[src/rtl/spi_master_core.sv]
// spi_master_core: SPI master with SCLK divider, all CPOL/CPHA modes, runtime word length and chip selects
// Ports: sysclk/rst_n (async active-low), enable, start_i/busy_o/done_o handshake,
// cpol_i/cpha_i/lsb_first_i/char_len_i/divider_i/cs_sel_i/tx_data_i config latched on start,
// miso_i/sclk_o/mosi_o/cs_n_o SPI pins, rx_data_o received word.
// Optional SPI_LOOPBACK_EN adds loopback_i: when latched high, mosi_o is sampled instead of miso_i.
module spi_master_core #(
  parameter int N = 8,
  parameter int MAXW = 32,
  parameter int NCS = 4,
  localparam int W = $clog2(MAXW),
  localparam int CSW = NCS > 1 ? $clog2(NCS) : 1
) (
  input  logic            sysclk,
  input  logic            rst_n,
  input  logic            enable,
  input  logic            start_i,
  input  logic            cpol_i,
  input  logic            cpha_i,
  input  logic            lsb_first_i,
  input  logic [W-1:0]    char_len_i,
  input  logic [N-1:0]    divider_i,
  input  logic [CSW-1:0]  cs_sel_i,
  input  logic [MAXW-1:0] tx_data_i,
  input  logic            miso_i,
`ifdef SPI_LOOPBACK_EN
  input  logic            loopback_i,
`endif
  output logic            sclk_o,
  output logic            mosi_o,
  output logic [NCS-1:0]  cs_n_o,
  output logic            busy_o,
  output logic            done_o,
  output logic [MAXW-1:0] rx_data_o
);
  localparam logic [2:0] IDLE = 3'd0;
  localparam logic [2:0] LEAD = 3'd1;
  localparam logic [2:0] XFER = 3'd2;
  localparam logic [2:0] TRAIL = 3'd3;
  localparam logic [2:0] DONE = 3'd4;
  logic [2:0] state;
  logic [N-1:0] cnt, div_q;
  logic [W:0] len_q, len_in, t, j, dj;
  logic [W-1:0] lm1;
  logic cpha_q, lsb_q, tick, samp, last, miso_int;
  logic [MAXW-1:0] tx_q, rx_sh;
  logic [NCS-1:0] cs_dec;
`ifdef SPI_LOOPBACK_EN
  logic lb_q;
`endif
  // bit position within the word of the k-th bit on the wire
  function automatic logic [W-1:0] pos(input logic lsb, input logic [W:0] l, input logic [W:0] k);
    return W'(lsb ? k : l - 1'b1 - k);
  endfunction
  always_comb begin
    len_in = char_len_i == '0 ? (W+1)'(MAXW) : {1'b0, char_len_i};
    tick = cnt == '0;
    j = {1'b0, t[W:1]};
    // even ticks are leading edges; CPHA selects which edge samples
    samp = t[0] == cpha_q;
    dj = j + {{W{1'b0}}, ~cpha_q};
    lm1 = W'(len_q - 1'b1);
    last = t == {lm1, 1'b1};
`ifdef SPI_LOOPBACK_EN
    miso_int = lb_q ? mosi_o : miso_i;
`else
    miso_int = miso_i;
`endif
    for (int i = 0; i < NCS; i++) cs_dec[i] = cs_sel_i != CSW'(i);
  end
  always_ff @(posedge sysclk or negedge rst_n) begin
    if (!rst_n) begin
      state <= IDLE;
      cnt <= '0;
      div_q <= '0;
      len_q <= '0;
      t <= '0;
      cpha_q <= 1'b0;
      lsb_q <= 1'b0;
      tx_q <= '0;
      rx_sh <= '0;
      sclk_o <= 1'b0;
      mosi_o <= 1'b0;
      cs_n_o <= '1;
      busy_o <= 1'b0;
      done_o <= 1'b0;
      rx_data_o <= '0;
`ifdef SPI_LOOPBACK_EN
      lb_q <= 1'b0;
`endif
    end else begin
      done_o <= 1'b0;
      if (!enable) begin
        state <= IDLE;
        cs_n_o <= '1;
        sclk_o <= cpol_i;
        busy_o <= 1'b0;
      end else begin
        if (state == LEAD || state == XFER || state == TRAIL) cnt <= tick ? div_q : cnt - 1'b1;
        case (state)
          IDLE: begin
            sclk_o <= cpol_i;
            cs_n_o <= '1;
            if (start_i) begin
              state <= LEAD;
              cnt <= divider_i;
              div_q <= divider_i;
              len_q <= len_in;
              cpha_q <= cpha_i;
              lsb_q <= lsb_first_i;
              tx_q <= tx_data_i;
              rx_sh <= '0;
              t <= '0;
              busy_o <= 1'b1;
              cs_n_o <= cs_dec;
              if (!cpha_i) mosi_o <= tx_data_i[pos(lsb_first_i, len_in, '0)];
`ifdef SPI_LOOPBACK_EN
              lb_q <= loopback_i;
`endif
            end
          end
          LEAD: if (tick) state <= XFER;
          XFER: if (tick) begin
            sclk_o <= ~sclk_o;
            t <= t + 1'b1;
            if (samp) rx_sh[pos(lsb_q, len_q, j)] <= miso_int;
            else if (dj < len_q) mosi_o <= tx_q[pos(lsb_q, len_q, dj)];
            if (last) state <= TRAIL;
          end
          // CS is released one cycle ahead of the done pulse
          TRAIL: if (tick) begin
            state <= DONE;
            cs_n_o <= '1;
          end
          DONE: begin
            state <= IDLE;
            done_o <= 1'b1;
            busy_o <= 1'b0;
            rx_data_o <= rx_sh;
          end
          default: state <= IDLE;
        endcase
      end
    end
  end
endmodule

[config.mk]
export PLATFORM = sky130hd
export DESIGN_NAME = spi_master_core
export DESIGN_NICKNAME = d
export VERILOG_FILES = /design/src/rtl/spi_master_core.sv
export SDC_FILE = /design/constraint.sdc
export NUM_CORES = 1
export LEC_CHECK = 0
export CAP_MARGIN = 20
export CORE_MARGIN = 3
export CORE_UTILIZATION = 50
export DETAILED_ROUTE_END_ITERATION = 10
export PLACE_DENSITY_LB_ADDON = 0.1
export REMOVE_ABC_BUFFERS = 1
export SKIP_LAST_GASP = 1
export SYNTH_ARGS = -nofsm -noshare
export SYNTH_HDL_FRONTEND = slang
export SYNTH_SLANG_ARGS = --single-unit
[constraint.sdc]
create_clock -name sysclk -period 8.8 [get_ports sysclk]
set_input_delay 1.76 -clock sysclk [delete_from_list [all_inputs] [get_ports sysclk]]
set_output_delay 1.76 -clock sysclk [all_outputs]
set_load 0.02 [all_outputs]
# == Word level (Yosys, flattened, before mapping) ==
# Index checks and enable logic that the tools add are counted.
# op_classes
n_lt_le_gt_ge,5
n_bitwise,2
eq_ne,23
n_addsub,7
n_reduce_logical,17
n_mux,47
# ops
operator,n
$mux W32,3
$pmux W32 S2,1
$bwmux W32,1
$mux W8,4
$lt A5 B6 Y1 const B,3
$mux W3,6
$mux W6,3
$mux W5,3
$ne A3 B3 Y1 const B,5
$mux W1,14
$ne A2 B2 Y1 const B,7
$mux W4,3
$pmux W3 S4,1
$pmux W6 S2,1
$bmux W1 S5,2
$reduce_and A5 Y1,2
$sub A5 B1 Y5 const B,2
$sub A5 B5 Y5,2
$ne A3 B1 Y1 const B,3
$logic_not A8 Y1,1
$pmux W4 S2,1
$reduce_and A2 Y1,4
$sub A8 B1 Y8 const B,1
$reduce_and A7 Y1,1
other kinds (20),27
# totals
word_cells,116
out_inout_bits,40
ff_bits,137

# == Longest topological paths before layout ==
# Gate-level depths: netlist of run 1.
# depth
ltp_word,11
depth_mapped,13
depth_no_buf,13

# == Worst setup path after synthesis of run 1 ==
# OpenSTA, ideal clock, no wires.
# synth_path
path_kind,input -> register
startpoint,input port char_len_i[0]
endpoint,register mosi_o
required_ps,8713
slack_ps,4708
path_stages,10
arrival_ps,4005
cell_sequence,clkbuf_1 > inv_1 > ha_1 > xnor2_2 > nor4_1 > a2111oi_0 > o31a_1 > a211oi_1 > or4_1 > o211ai_1
# synth_between
elab_chain_cells,9
# synth_lines
element,line_no,text
start: declaration,20,"input logic [W-1:0] char_len_i,"
$logic_not A5 Y1,55,"len_in = char_len_i == '0 ? (W+1)'(MAXW) : {1'b0, char_len_i};"
$mux W6 (*),55,
$sub A5 B1 Y5 (*),52,return W'(lsb ? k : l - 1'b1 - k);
$mux W5 (*),52,
$bmux W1 S5 (*),115,"if (!cpha_i) mosi_o <= tx_data_i[pos(lsb_first_i, len_in, '0)];"
$mux W1 (implied by the code) (*),115,
$mux W1 (*),115,
$mux W1 (*),103,if (start_i) begin
$pmux W1 S2 (*),99,case (state)
end signal: assignment,115,
end signal: assignment,126,"else if (dj < len_q) mosi_o <= tx_q[pos(lsb_q, len_q, dj)];"
end: declaration,29,"output logic mosi_o,"
# Every way passes the cells marked *; elsewhere a longest branch is shown, timed or not. The select of a mux whose other input is x is not followed.
# A chain may end at the register's enable or synchronous reset.

# == Worst setup path in the final report of run 1 ==
# Same ends and word-level chain as after synthesis.

==> impl_metrics.tcl, run 1 <==
set metrics [dict create \
    status "completed" \
    worst_skew_pair.late_latency_ns 0.42 \
    grt_pass1_vias 6193 \
    rsz0062_at_grt "no" \
    yosysUniqueCellTypes 66 \
    core_sq_um 14590 \
    dp_hpwl_mm 12.71 \
    yosys_warnings 0 \
    cts_made_buffers 17 \
    place_congestion 0.8989 \
    grt_max_degree 79 \
    p_int_uw 1397 \
    power_density_nw_per_um2 219.2 \
    ant_nets 0 \
    multi_input_area_sq_um 3817 \
    dr.pass1.iters 5 \
    dp.cells 1028 \
    drc 0 \
    endpoint_kind "flip-flop" \
    ios 95 \
    path_buf_inv 2 \
    cts.sinks 137 \
    die_x_um 128.6 \
    cts_max_level 4 \
    synthCells 781 \
    grt_usage_pct 22.70 \
    slowest_stage "clkdlybuf4s50_1" \
    viasPerCell 5.805 \
    num-fill-cells 1189 \
    period_needed_ns 4.393 \
    critPathLaunchType "input port" \
    die_area_sq_um 16530 \
    leakage_uw 0.004092 \
    p_switching_uw 625.2 \
    numPortBuffers 94 \
    die_y_um 128.6 \
    hp-class "flip-flop to flip-flop" \
    clockBufferDepth 2 \
    fmaxAchievable_mhz 227.6 \
    drive_above_1_share_pct 12.77 \
    finalWorstSetupSlack_ns 4.407 \
    grt_pass1_wl_mm 30.03 \
    pwr-share-clk_pct 36.4 \
    final_cells 1061 \
    swShare_pct 30.91 \
    vias 6159 \
    crit_fanout 10 \
    drt_iter0_drc 386 \
    finish.utilization_pct 63.25 \
    syn_area_per_cell_sq_um 9.617 \
    tightest_slew_ns 1.080 \
    syn_area_sq_um 7511 \
    power_frac_seq_pct 36.2 \
    hold_viol 0 \
    rows 44 \
    setup_viol 0 \
    arrival_ns 4.72 \
    synth-edff-count 0 \
    path_cells "clkdlybuf4s50_1 > inv_1 > ha_1 > xnor2_2 > nor4_1 > a2111oi_0 > o31a_1 > a211oi_1 > or4_1 > o211ai_1" \
    slew_viol_final 0 \
    ys_seq_area_share_pct 45.71 \
    relSlewSlack_pct 28.02 \
    cts_root_buffer "clkbuf_16" \
    setup-tns-final_ns 0 \
    cts_resized 0 \
    hold_buffers 0 \
    grt_overflow 0 \
    synthArstFlopShare_pct 100.0 \
    clk_pin_slew_ns 0.06 \
    worstPathRequired_ns 9.13 \
    initial_core_util_pct 51.48 \
    wl_per_cell_um 17.04 \
    p_comb_share_pct 27.4 \
    cap_violations 0 \
    post_cts_buffers 0 \
    antenna_found_initial 0 \
    dp_slack_ns 4.019 \
    routed_wl_mm 18.08 \
    timing.final.crit_share_pct 49.92 \
    synth_flop_cell "dfrtp_1" \
    peakVddDrop_v 0.0001534 \
    cts_tree "yes" \
    slowest_delay_ns 0.75 \
    ys_ff_latch 137 \
    antennaDiodeCount 0 \
    layout.nets 941 \
    seqCellArea_sq_um 3433 \
    critPathKind "input port to flip-flop" \
    cp_top_family "buffers and inverters" \
    skew_ns 0.01152 \
    area_growth_pct 22.86 \
]
stage by stage:
stage          cell area (sq um)  hold slack, ns  power, uW
2_1_floorplan               7351          0.4373       1101
3_3_place_gp                8594          0.4506       1265
3_5_place_dp                8594          0.4550       1283
4_1_cts                     9216          0.4707       2029
5_1_grt                     9228          0.4856       2133
6_report                    9228          0.4701       2022
state kept, by name, indices dropped and copies added, names as in the netlist, 3 cells and up:
register / count
t: 6
len_q: 6
cs_n_o: 4
state: 3
rx_data_o: 32
cnt: 8
rx_sh: 32
div_q: 8
tx_q: 32
synthesized netlist by cell type (3+ instances only):
cell type | instances | area, sq um
mux2_2 | 47 | 529.3
inv_1 | 29 | 108.9
clkbuf_1 | 32 | 120.1
and3_1 | 6 | 37.54
nand3_1 | 8 | 40.04
o21a_1 | 5 | 37.54
o211ai_1 | 60 | 450.4
a31oi_1 | 7 | 43.79
mux4_1 | 3 | 78.83
or3_1 | 10 | 62.56
nor2b_1 | 5 | 31.28
nor4_1 | 6 | 37.54
nor3_1 | 14 | 70.07
or2_2 | 3 | 18.77
a22oi_1 | 17 | 127.6
xnor2_1 | 13 | 113.9
ha_1 | 20 | 250.2
dfrtp_1 | 133 | 3328
o21ai_0 | 31 | 155.2
nor2_1 | 37 | 138.9
o221ai_1 | 3 | 26.28
xor2_1 | 3 | 26.28
nor3b_1 | 5 | 37.54
buf_2 | 5 | 25.02
mux4_2 | 5 | 112.6
o22ai_1 | 4 | 25.02
a21oi_1 | 17 | 85.08
nand2_1 | 183 | 686.9
a211oi_1 | 4 | 30.03
dfstp_2 | 4 | 105.1
or4_1 | 3 | 22.52
mux2i_1 | 12 | 120.1
placed cells by master (no fill, tap or decap), types with 3 or more instances in the layout:
cell and count:
a211oi_1 4, a21oi_1 17, a22oi_1 17, a31oi_1 7, and3_1 5, buf_4 9
clkbuf_16 17, clkbuf_8 8, clkdlybuf4s50_1 93, clkinv_2 3, dfrtp_1 133, dfstp_2 4
ha_1 20, inv_1 29, mux2_2 47, mux2i_1 11, mux4_1 3, mux4_2 5
nand2_1 183, nand3_1 8, nor2_1 37, nor2b_1 5, nor3_1 14, nor3b_1 5
nor4_1 6, o211ai_1 60, o21a_1 5, o21ai_0 31, o221ai_1 3, o22ai_1 4
or2_2 3, or3_1 10, or4_1 3, xnor2_1 13, xor2_1 3
logic make-up after synthesis:
kind of cell    share of synthesized area, %
fa+ha+maj                              3.865
mux                                    11.39
compound gates                         15.29
flops                                  45.71
xor+xnor                               2.082
simple gates                           17.99
buf+inv                                3.665
per-layer routing:
layer | routed length [um] | up-vias | GRT usage, %
li1 | - | 2959 | -
met1 | 7904 | 2987 | 28.66
met2 | 8901 | 186 | 38.09
met3 | 975 | 27 | 6.144
met4 | 299 | 0 | 7.412
met5 | 0 | - | 0
area by class of cell:
cell class | count | area share [%]
multi-input cells | 575 | 41.37
flip-flops and latches | 137 | 37.21
repair buffers | 103 | 10.94
clock buffers | 26 | 5.844
well taps | 184 | 2.495
inverters | 30 | 1.247
clock inverters | 6 | 0.8949
tightest hold or removal path: cells and delay by family, from the launching register on:
family	cells	cell delay [ns]
AND/OR/NAND/NOR	2	0.10
flip-flops	1	0.34
power by group through the flow:
stage	Sequential [uW]	Combinational [uW]	Clock, uW
floorplan	732	369	0
global placement	738	528	0
detailed placement	742	542	0
CTS	731	546	752
global route	738	614	780
finish	732	554	737
path summary, 6_finish.rpt:
check	startpoint	endpoint	slack (ns)	depth (start not counted)
worst max-delay path	char_len_i[0]	mosi_o	4.41	10
worst min-delay path	tx_q[18]	tx_q[18]	0.47	2
worst max register to register	t[1]	mosi_o	5.16	11
max in group asynchronous	rst_n	cpha_q	5.94	2
worst min register to register	tx_q[18]	tx_q[18]	0.47	2
min in group asynchronous	rst_n	rx_data_o[21]	1.40	1
No activity file was read; power rests on OpenSTA's default activity.
==> run 2: changes to the inputs <==
==> constraint.sdc (replaced) <==
create_clock -name sysclk -period 4.46 [get_ports sysclk]
set_input_delay 0.892 -clock sysclk [delete_from_list [all_inputs] [get_ports sysclk]]
set_output_delay 0.892 -clock sysclk [all_outputs]
set_load 0.02 [all_outputs]
==> run 2 against run 1 <==
  * Combinational power rose by 97%
  * Worst hold slack got worse by 0.0018 ns
  * Sequential share of layout area fell by 0.20 points
  * Clock skew fell by 0.0042 ns
  * Flip-flop and latch count did not move
  * Largest cell class unchanged
  * Core utilization rose by 0.34 points
  * Total power rose by 98%
  * Via count rose by 0.80%
==> impl_metrics.tcl, run 2 (synthesized netlist as in run 1, its figures left out) <==
set metrics [dict create \
    status "completed" \
    place_congestion 0.9104 \
    worstPathRequired_ns 4.73 \
    ff2ff_path_depth 11 \
    clk_pin_slew_ns 0.06 \
    power_density_nw_per_um2 431.7 \
    worst_skew_pair.late_latency_ns 0.42 \
    leakage_uw 0.004109 \
    dr_wl_met3_um 765 \
    endpoint_kind "flip-flop" \
    arrival_ns 3.62 \
    cts_tree "yes" \
    hold_path_depth 2 \
    critPathLaunch "len_q[0]" \
    hp-class "flip-flop to flip-flop" \
    die_area_sq_um 16530 \
    drt_iter0_drc 437 \
    finish.utilization_pct 63.59 \
    layout.nets 945 \
    top_regs "rx_data_o (32), rx_sh (32), tx_q (32)" \
    antenna_found_initial 0 \
    clockBufferDepth 2 \
    grt_max_degree 80 \
    skew_ns 0.007316 \
    core_sq_um 14590 \
    setup_viol 0 \
    hold_viol 0 \
    seqCellArea_sq_um 3433 \
    wl_per_cell_um 16.68 \
    relSlewSlack_pct 30.16 \
    ant_nets 0 \
    area_growth_pct 23.52 \
    multi_input_area_sq_um 3814 \
    numPortBuffers 94 \
    layout_common_cells "nand2_1, dfrtp_1, clkdlybuf4s50_1, o211ai_1, mux2_2" \
    crit_fanout 8 \
    routed_wl_mm 17.77 \
    ios 95 \
    drc 0 \
    vias 6208 \
    die_y_um 128.6 \
    peakVddDrop_v 0.0002868 \
    viasPerCell 5.829 \
    reg2reg_to "rx_sh[23]" \
    grt_pass1_wl_mm 30.55 \
    rsz0062_at_grt "no" \
    rows 44 \
    crit_end "rx_sh[23]" \
    timing.final.crit_share_pct 75.12 \
    num-fill-cells 1207 \
    grt_pass1_vias 6282 \
    drive_above_1_share_pct 13.17 \
    dp.cells 1033 \
    hold_buffers 0 \
    cts_resized 0 \
    antennaDiodeCount 0 \
    fmaxAchievable_mhz 298.5 \
    die_x_um 128.6 \
    final_cells 1065 \
    holdWs_ns 0.4683 \
    cts_max_level 4 \
    reg2reg_from "len_q[0]" \
    period_needed_ns 3.350 \
    dp_hpwl_mm 12.65 \
    grt_overflow 0 \
    dr.pass1.iters 5 \
    cts_made_buffers 17 \
    initial_core_util_pct 51.48 \
    wl_met1_mm 8.087 \
    critPathKind "flip-flop to flip-flop" \
    post_cts_buffers 0 \
    routed.top_layer "met4" \
    layout_commonest_cell "nand2_1" \
    cts.sinks 137 \
    slew_viol_final 0 \
    tightest_slew_ns 1.043 \
    wl_met2_mm 8.634 \
    setup-tns-final_ns 0 \
    cap_violations 0 \
    reg2reg_setup_slack_ns 1.11 \
    critPathLaunchType "flip-flop" \
    grt_usage_pct 22.78 \
    cts_root_buffer "clkbuf_16" \
]
run 2: final cells by class:
cell class	instances	share of cell area (%)
clock buffers	21	5.179
multi-input cells	575	41.11
well taps	184	2.481
clock inverters	11	1.551
flip-flops and latches	137	37.01
inverters	30	1.241
repair buffers	107	11.44
run 2: routing by layer:
metal  vias to the layer above  track usage, %
li1                       2979               -
met1                      3040           30.72
met2                       166           36.62
met3                        23           4.940
met4                         0           8.030
met5                         -               0
run 2: worst min path at each step:
| stage | from | end |
|---|---|---|
| final | tx_q[5] | tx_q[5] |
| after floorplan | tx_q[16] | tx_q[16] |
| after detailed placement | tx_q[17] | tx_q[17] |
| after CTS | tx_q[17] | tx_q[17] |
| after global routing | tx_q[22] | tx_q[22] |
| after global placement | tx_q[18] | tx_q[18] |
run 2: report_power, final:
group	total, uW	internal, uW	switching, uW
Combinational	1090	466	626
Clock	1470	936	535
Sequential	1440	1350	88.4
Total	4010	2760	1250
run 2: critical path, cell delays in order, from the launching register on:
cell      delay (ns)
dfrtp_1         0.44
inv_1           0.09
ha_1            0.38
inv_1           0.09
ha_1            0.30
nor2b_1         0.14
o21a_1          0.17
or3_1           0.33
a31oi_1         0.43
o211ai_1        0.43
o211ai_1        0.30
o211ai_1        0.11
run 2: per-stage QoR:
step                setup WS [ns]  cell area [sq um]  total power (uW)
floorplan                  0.9563               7351              2172
global placement           0.7925               8653              2515
detailed placement         0.7477               8653              2547
CTS                         1.114               9278              4032
global route               0.8043               9278              4222
finish                      1.110               9278              4006
==> run 3: changes to the inputs <==
==> constraint.sdc (replaced) <==
create_clock -name sysclk -period 2.85 [get_ports sysclk]
set_input_delay 0.57 -clock sysclk [delete_from_list [all_inputs] [get_ports sysclk]]
set_output_delay 0.57 -clock sysclk [all_outputs]
set_load 0.02 [all_outputs]
==> run 3 against run 2 <==
  * The run now ends with negative setup slack left
  * Highest routed layer unchanged
  * Wire length rose by 9.9%
  * Sequential share of layout area fell by 2.8 points
  * Worst hold slack got worse by 0.36 ns
  * Cell area rose by 8.1%
  * Critical path depth rose by 1
  * Via count rose by 6.9%
  * First-iteration DRC count rose by 12%
  * Combinational power rose by 120%
  * Critical path type unchanged
  * Register-to-register slack got worse by 1.2 ns
  * Largest cell class unchanged
  * Largest power group is now combinational cells
  * Non-clock buffer count rose by 79
  * Total power rose by 69%
==> impl_metrics.tcl, run 3 (synthesized netlist as in run 1, its figures left out) <==
set metrics [dict create \
    ios 95 \
    dr.pass1.iters 5 \
    slew_viol_final 0 \
    num-fill-cells 1119 \
    ff2ff_path_depth 12 \
    rows 44 \
    final_cells 1143 \
    hold_buffers 0 \
    hold_viol 0 \
    status "finished, violations left" \
    tightest_slew_ns 0.5088 \
    rsz0062_at_grt "yes" \
    finalWorstSetupSlack_ns -0.1275 \
    path_depth 12 \
    antennaDiodeCount 0 \
    wl_per_cell_um 17.09 \
    layout_commonest_cell "nand2_1" \
    grt_overflow 0 \
    cts_root_buffer "clkbuf_16" \
    core_sq_um 14590 \
    slowest_delay_ns 0.45 \
    timing.final.crit_share_pct 104.5 \
    viasPerCell 5.808 \
    path_cells "inv_2 > ha_4 > ha_2 > fa_1 > mux2i_1 > buf_4 > buf_4 > mux4_2 > mux2i_1 > o21ai_0 > a32oi_1 > o211ai_1" \
    period_needed_ns 2.978 \
    numPortBuffers 94 \
    hp-class "input port to async pin" \
    leakage_uw 0.004523 \
    place_congestion 0.8808 \
    drt_iter0_drc 491 \
    clk_pin_slew_ns 0.06 \
    endpoint_kind "flip-flop" \
    ant_nets 0 \
    top_regs "rx_data_o (32), rx_sh (32), tx_q (32)" \
    antenna_found_initial 0 \
    power_density_nw_per_um2 675.4 \
    grt_usage_pct 24.59 \
    critPathKind "flip-flop to flip-flop" \
    die_x_um 128.6 \
    violations "negative setup slack" \
    crit_fanout 10 \
    cts.sinks 137 \
    path_buf_inv 3 \
    vias 6639 \
    cap_violations 0 \
    worstPathRequired_ns 3.14 \
    drive_above_1_share_pct 22.42 \
    grt_max_degree 70 \
    drc 0 \
    cp_top_family "adder cells" \
    peakVddDrop_v 0.0004411 \
    layout.nets 1025 \
    critPathLaunchType "flip-flop" \
    layout_common_cells "nand2_1, dfrtp_1, clkdlybuf4s50_1, buf_4, o211ai_1" \
    fmaxAchievable_mhz 335.8 \
    dp_hpwl_mm 13.90 \
    setup_viol 10 \
    grt_pass1_vias 6691 \
    die_area_sq_um 16530 \
    die_y_um 128.6 \
    cts_made_buffers 17 \
    area_growth_pct 33.53 \
    initial_core_util_pct 51.48 \
    clockBufferDepth 2 \
    cts_tree "yes" \
    cts_max_level 4 \
    worst_skew_pair.late_latency_ns 0.42 \
    routed_wl_mm 19.54 \
    grt_pass1_wl_mm 32.92 \
    skew_ns 0.006735 \
    finish.utilization_pct 68.75 \
    dp.cells 1097 \
    arrival_ns 3.27 \
    relSlewSlack_pct 65.83 \
    slowest_stage "fa_1" \
]
-- run 3: final timing paths --
path / start / to / slack [ns]
worst max-delay path: cpha_q / mosi_o / -0.13
worst min register to register: tx_q[4] / tx_q[4] / 0.47
worst min-delay path: rst_n / rx_sh[24] / 0.11
worst max register to register: cpha_q / mosi_o / -0.13
min in group sysclk: tx_q[4] / tx_q[4] / 0.47
max in group asynchronous: rst_n / len_q[0] / 1.90
-- run 3: timing repair --
| item | in CTS | in global routing |
|---|---|---|
| endpoints found under the setup margin | 33 | 33 |
| gates resized for setup | 27 | 7 |
| cloned | 2 | 0 |
| hold endpoints to repair | 0 | 0 |
| pin swaps | 17 | 25 |
| setup buffers | 10 | 4 |
-- run 3: layout make-up --
class / count / area (sq um) / area share [%]
Multi-Input combinational cell: 576 / 3975 / 39.63
Sequential cell: 137 / 3433 / 34.23
Timing Repair Buffer: 186 / 1697 / 16.92
Clock buffer: 22 / 484.2 / 4.828
Tap cell: 184 / 230.2 / 2.295
Inverter: 30 / 115.1 / 1.148
Clock inverter: 8 / 95.09 / 0.9481
-- run 3: per-layer routing --
| layer | wire length [um] | GRT usage (%) | vias up |
|---|---|---|---|
| li1 | - | - | 3137 |
| met1 | 8325 | 31.88 | 3245 |
| met2 | 9826 | 41.74 | 223 |
| met3 | 1012 | 4.068 | 34 |
| met4 | 372 | 9.080 | 0 |
| met5 | 0 | 0 | - |
-- run 3: power by group --
part / switching, uW / internal, uW / leakage (uW)
clock: 820 / 1360 / 0.000284
combinational: 1180 / 1170 / 0.00244
sequential: 124 / 2120 / 0.00180
-- run 3: worst reg2reg max path: cells and delay by family, from the launching register on --
kind,cells,cell delay [ns]
multiplexers,3,0.72
flip-flops,1,0.39
AO/OA/AOI/OAI,3,0.47
adder cells (fa/ha/maj),3,0.83
buffers and inverters,3,0.43
-- run 3: through the flow --
stage | TNS (ns) | hold slack, ns | worst slack (ns) | power [uW] | cell area, sq um
finish | -0.3650 | 0.1122 | -0.1275 | 6774 | 10030
global route | -4.283 | 0.1456 | -0.2931 | 7113 | 10030
CTS | -0.1081 | 0.1182 | -0.09400 | 6684 | 9961
detailed placement | -4.947 | 0.4556 | -0.2455 | 4257 | 9171
global placement | -1.611 | 0.4494 | -0.1968 | 4188 | 9171
floorplan | -15.83 | 0.2744 | -0.6537 | 3399 | 7351
